[config.mk]
export PLATFORM = sky130hd
export DESIGN_NAME = mem_port_arbiter
export DESIGN_NICKNAME = d
export VERILOG_FILES = /design/src/rtl/mem_port_arbiter.sv
export SDC_FILE = /design/constraint.sdc
export NUM_CORES = 1
export LEC_CHECK = 0
export BUFFER_PORTS_ARGS = -buffer_cell sky130_fd_sc_hd__buf_4
export CAP_MARGIN = 20
export CORE_MARGIN = 3
export CORE_UTILIZATION = 42
export DETAILED_ROUTE_END_ITERATION = 7
export PLACE_DENSITY = 0.74
export SLEW_MARGIN = 20
export SYNTH_ARGS = -nofsm -noshare
export SYNTH_HDL_FRONTEND = slang
export SYNTH_SLANG_ARGS = --single-unit
[constraint.sdc]
create_clock -name i_clk -period 1.7 [get_ports i_clk]
set_input_delay 0.17 -clock i_clk [delete_from_list [all_inputs] [get_ports i_clk]]
set_output_delay 0.17 -clock i_clk [all_outputs]
set_load 0.05 [all_outputs]
[src/rtl/mem_port_arbiter.sv]
// Shares one backend memory port between instruction fetch (IF) and data memory (DM)
// requesters, with one outstanding transaction at a time and starvation-bounded DM priority.
module mem_port_arbiter #(
  parameter int ADDR_WIDTH   = 32,
  parameter int DATA_WIDTH   = 32,
  parameter int STARVE_LIMIT = 4
) (
  input  logic                    i_clk,
  input  logic                    i_reset_n,
  input  logic                    i_if_req,
  input  logic [ADDR_WIDTH-1:0]   i_if_addr,
  output logic [DATA_WIDTH-1:0]   o_if_rdata,
  output logic                    o_if_valid,
  output logic                    o_if_stall,
  input  logic                    i_dm_req,
  input  logic                    i_dm_we,
  input  logic [ADDR_WIDTH-1:0]   i_dm_addr,
  input  logic [DATA_WIDTH-1:0]   i_dm_wdata,
  input  logic [DATA_WIDTH/8-1:0] i_dm_be,
  output logic [DATA_WIDTH-1:0]   o_dm_rdata,
  output logic                    o_dm_valid,
  output logic                    o_dm_stall,
  output logic                    o_mem_req_valid,
  input  logic                    i_mem_req_ready,
  output logic                    o_mem_we,
  output logic [ADDR_WIDTH-1:0]   o_mem_addr,
  output logic [DATA_WIDTH-1:0]   o_mem_wdata,
  output logic [DATA_WIDTH/8-1:0] o_mem_be,
  input  logic                    i_mem_rsp_valid,
  input  logic [DATA_WIDTH-1:0]   i_mem_rsp_data,
  output logic                    o_busy,
  output logic [1:0]              o_dbg_state
);
  localparam int BE_WIDTH = DATA_WIDTH / 8;
  localparam logic [3:0] STARVE_MAX = 4'(STARVE_LIMIT);

  // Backend handshake: a request transfers on the edge where o_mem_req_valid and
  // i_mem_req_ready are both high; payload stays stable while valid is high and ready low.
  typedef enum logic [1:0] {
    ST_IDLE = 2'd0,
    ST_REQ  = 2'd1,
    ST_RSP  = 2'd2
  } state_t;

  state_t                state_q, state_d;
  logic [3:0]            starve_cnt_q, starve_cnt_d;
  logic                  owner_dm_q;
  logic                  we_q;
  logic [ADDR_WIDTH-1:0] addr_q;
  logic [DATA_WIDTH-1:0] wdata_q;
  logic [BE_WIDTH-1:0]   be_q;
  logic                  if_elig, dm_elig;
  logic                  grant_if, grant_dm, complete;

  // A requester whose completion pulse is high this cycle is still holding its
  // old request, so it must not be granted again.
  assign if_elig = i_if_req & ~o_if_valid;
  assign dm_elig = i_dm_req & ~o_dm_valid;

  always_comb begin
    state_d      = state_q;
    starve_cnt_d = starve_cnt_q;
    grant_if     = 1'b0;
    grant_dm     = 1'b0;
    complete     = 1'b0;
    case (state_q)
      ST_IDLE: begin
        if (if_elig && dm_elig) begin
          grant_if = (starve_cnt_q == STARVE_MAX);
          grant_dm = ~grant_if;
        end else begin
          grant_if = if_elig;
          grant_dm = dm_elig;
        end
        if (grant_if) begin
          state_d      = ST_REQ;
          starve_cnt_d = '0;
        end else if (grant_dm) begin
          state_d = ST_REQ;
          if (if_elig && (starve_cnt_q < STARVE_MAX)) starve_cnt_d = starve_cnt_q + 4'd1;
        end
      end
      ST_REQ: begin
        if (i_mem_req_ready) state_d = ST_RSP;
      end
      ST_RSP: begin
        if (i_mem_rsp_valid) begin
          state_d  = ST_IDLE;
          complete = 1'b1;
        end
      end
      default: state_d = ST_IDLE;
    endcase
  end

  always_ff @(posedge i_clk or negedge i_reset_n) begin
    if (!i_reset_n) begin
      state_q      <= ST_IDLE;
      starve_cnt_q <= '0;
      owner_dm_q   <= 1'b0;
      we_q         <= 1'b0;
      addr_q       <= '0;
      wdata_q      <= '0;
      be_q         <= '0;
      o_if_valid   <= 1'b0;
      o_dm_valid   <= 1'b0;
      o_if_rdata   <= '0;
      o_dm_rdata   <= '0;
    end else begin
      state_q      <= state_d;
      starve_cnt_q <= starve_cnt_d;
      o_if_valid   <= complete & ~owner_dm_q;
      o_dm_valid   <= complete & owner_dm_q;
      if (grant_if) begin
        owner_dm_q <= 1'b0;
        we_q       <= 1'b0;
        addr_q     <= i_if_addr;
        wdata_q    <= '0;
        be_q       <= '1;
      end else if (grant_dm) begin
        owner_dm_q <= 1'b1;
        we_q       <= i_dm_we;
        addr_q     <= i_dm_addr;
        wdata_q    <= i_dm_wdata;
        be_q       <= i_dm_be;
      end
      // Writes still complete through the response, but read data is kept.
      if (complete && !we_q) begin
        if (owner_dm_q) o_dm_rdata <= i_mem_rsp_data;
        else            o_if_rdata <= i_mem_rsp_data;
      end
    end
  end

  assign o_mem_req_valid = (state_q == ST_REQ);
  assign o_mem_we        = we_q;
  assign o_mem_addr      = addr_q;
  assign o_mem_wdata     = wdata_q;
  assign o_mem_be        = be_q;
  assign o_busy          = (state_q != ST_IDLE);
  assign o_dbg_state     = state_q;
  assign o_if_stall      = if_elig;
  assign o_dm_stall      = dm_elig;

endmodule

==> impl_metrics.ini <==
[yosys]
synth.most_common_cell = dfrtp_1
synthCells = 403
ys_ff_latch = 142
synth_top_cells_by_count = 142 x dfrtp_1, 36 x nor2_1, 34 x a22o_1
synth_area_sq_um = 5730
synth.distinct_cells = 32
ys_seq_area_frac = 0.620
synth_flop_cell = dfrtp_1
synth_top_area_share = 0.620
syn_nets = 544
yosysTopAreaCell = dfrtp_1
yosys_warnings = 0
synth_edf_count = 0
yosys-top-cells-area = dfrtp_1 62%, mux2_4 7.9%, mux2_2 6.1%, mux2i_1 5.6%, a22o_1 5.2%
async_flop_share = 1.00
syn_avg_cell_area_sq_um = 14.2

[floorplanning]
fp.dieH_um = 123
die_w_um = 123
dieArea_sq_um = 15100
row_count = 42
core_area_sq_um = 13300
start_util = 0.431
num_io_pins = 280

[global_route]
grt_max_degree = 54
first_global_vias = 5035
antenna_found_initial = 0
grt.overflow.total = 0
grt_first_pass_wirelength_mm = 25.2
track_usage = 0.216

[clock_network]
cts.clk_slew.worst_paths_ns = 0.06
cts_sinks = 142
h-tree-depth = 4
cts_root_buf = clkbuf_16
clock_path_buffers = 2
numCtsBuffers = 17
insertion_delay_ns = 0.42
cts_tree = built

[critical_path]
crit_start = starve_cnt_q[1]
end_kind = register
setup.worst_path.start_class = register
cp.required_ns = 1.99
path_max_fanout = 8
rr_startpoint = starve_cnt_q[1]
path_class = register to register
crit_arrival_ns = 1.96

[hold_path]
min-delay-start = i_dm_wdata[21]
hold_class = input port to register

[finish]
fin_cells = 960
syn_to_final_growth_pct = 67.5
final_area_sq_um = 9590
final_util = 0.722
drive_gt1_frac = 0.523
fillers = 906
nNetsFinal = 912
diodes = 0

[timing]
fmax_mhz = 597
fin_crit_sh = 0.985
timing.hold.ws_ns = 0.0349
setup_viol = 0
rsz0062_at_grt = true
fin_crit_ns = 1.68
skew_ns = 0.0107
finalSetupTns_ns = 0
worstMarginPinSlew_ns = 0.368
finalMaxSlewViolations = 0
hold_viol_final = 0
relSlewSlack = 0.752

[place]
post-place-cells = 851
place_area_sq_um = 8150
io_buffers = 279
hpwl_mm = 11.2
place_congestion = 0.730

[routing]
vias = 4761
viasPerCell = 4.96
postRouteAntennaNets = 0
drcViolationCount = 0
dr.first_iter.drc_count = 210
wirelength_mm = 17.0
drtPass1Iterations = 5
wl_per_cell_um = 17.7

[job]
maxCapViolCount = 0

[power]
p_leak_nw = 4.76
cellPowerDensity_nw_per_um2 = 2290
vdd_drop_max_mv = 1.22

[status]
status = finished clean
==> cells in the final DEF, fill, tap and decap left out, drive strengths merged <==
master,instances
o21ai,5
a21boi,1
dfrtp,142
a22o,34
a31oi,2
clkinv,3
bufinv,3
a21oi,34
nand3,1
mux2i,32
mux2,65
nor2b,2
nor4,1
ha,2
a31o,1
o22a,4
clkbuf,25
nand2b,3
o21a,1
inv,5
dlygate4sd3,71
nor2,36
clkinvlp,4
buf,301
or3,1
nand3b,2
nor3,1
nand2,2
==> metrics by stage <==
stage                     power (mW)  setup WS (ns)
after floorplan                 14.0         -0.109
after global placement          17.5         0.0705
after detailed placement        17.8         0.0125
after CTS                       21.9       -0.00267
after global routing            22.9        -0.0617
final                           21.9         0.0250
==> where the power goes <==
part	switching (mW)	internal, mW
Clock	1.38	2.50
Sequential	0.990	4.96
Combinational	7.91	4.19
Total	10.3	11.7
==> worst paths after layout <==
kind,slack [ns],cells past startpoint,to
max,0.02,8,o_mem_addr[2]
min,0.03,2,o_mem_wdata[21]
max reg2reg,0.02,8,o_mem_addr[2]
min reg2reg,0.50,1,o_if_rdata[0]
max in group asynchronous,0.90,3,o_dm_valid
min in group asynchronous,0.22,2,o_if_rdata[20]
==> kinds of logic (layout without fill, tap and decap cells) <==
group,after synthesis,after routing,share of synthesized area
DFF,142,142,0.620
muxes,97,97,0.203
AOI/OAI and AO/OA,82,82,0.102
and+or+nand+nor,49,49,0.0400
buffers and inverters,31,412,0.0304
adders and majority gates,2,2,0.00437
==> worst max-delay path: stages, from the launching register on <==
cell,delay [ns]
dfrtp_1,0.40
inv_1,0.06
ha_1,0.16
nand3b_1,0.13
a21oi_4,0.23
buf_12,0.14
buf_6,0.15
mux2i_1,0.20
a21oi_1,0.09
==> timing repair <==
item                       CTS  global route
pin swaps                    1             1
setup endpoints to repair    1            57
hold buffers                71             0
buffers inserted             0             3
resized for setup            0             3
hold endpoints to repair   161             0
gates cloned                 0             3
==> sequential cells by signal (all words and copies together), names as in the netlist <==
| signal | flops |
|---|---|
| o_dbg_state | 2 |
| o_dm_rdata | 32 |
| o_dm_valid | 1 |
| o_if_rdata | 32 |
| o_if_valid | 1 |
| o_mem_addr | 32 |
| o_mem_be | 4 |
| o_mem_wdata | 32 |
| o_mem_we | 1 |
| owner_dm_q | 1 |
| starve_cnt_q | 4 |
==> routing by layer <==
metal / share of wire / GRT usage / vias up
met5: 0 / 0 / -
met1: 0.39 / 0.250 / 2344
met3: 0.069 / 0.0585 / 39
li1: - / - / 2177
met2: 0.51 / 0.368 / 201
met4: 0.031 / 0.110 / 0
==> cell type report <==
cell class / count / area, sq um / area share
clock buffers: 23 / 498 / 0.0519
clock inverters: 9 / 131 / 0.0137
inverters: 6 / 26.3 / 0.00274
multi-input cells: 230 / 2030 / 0.212
flip-flops and latches: 142 / 3560 / 0.371
well taps: 176 / 220 / 0.0230
repair buffers: 374 / 3130 / 0.326
No activity file was read; power rests on OpenSTA's default activity.
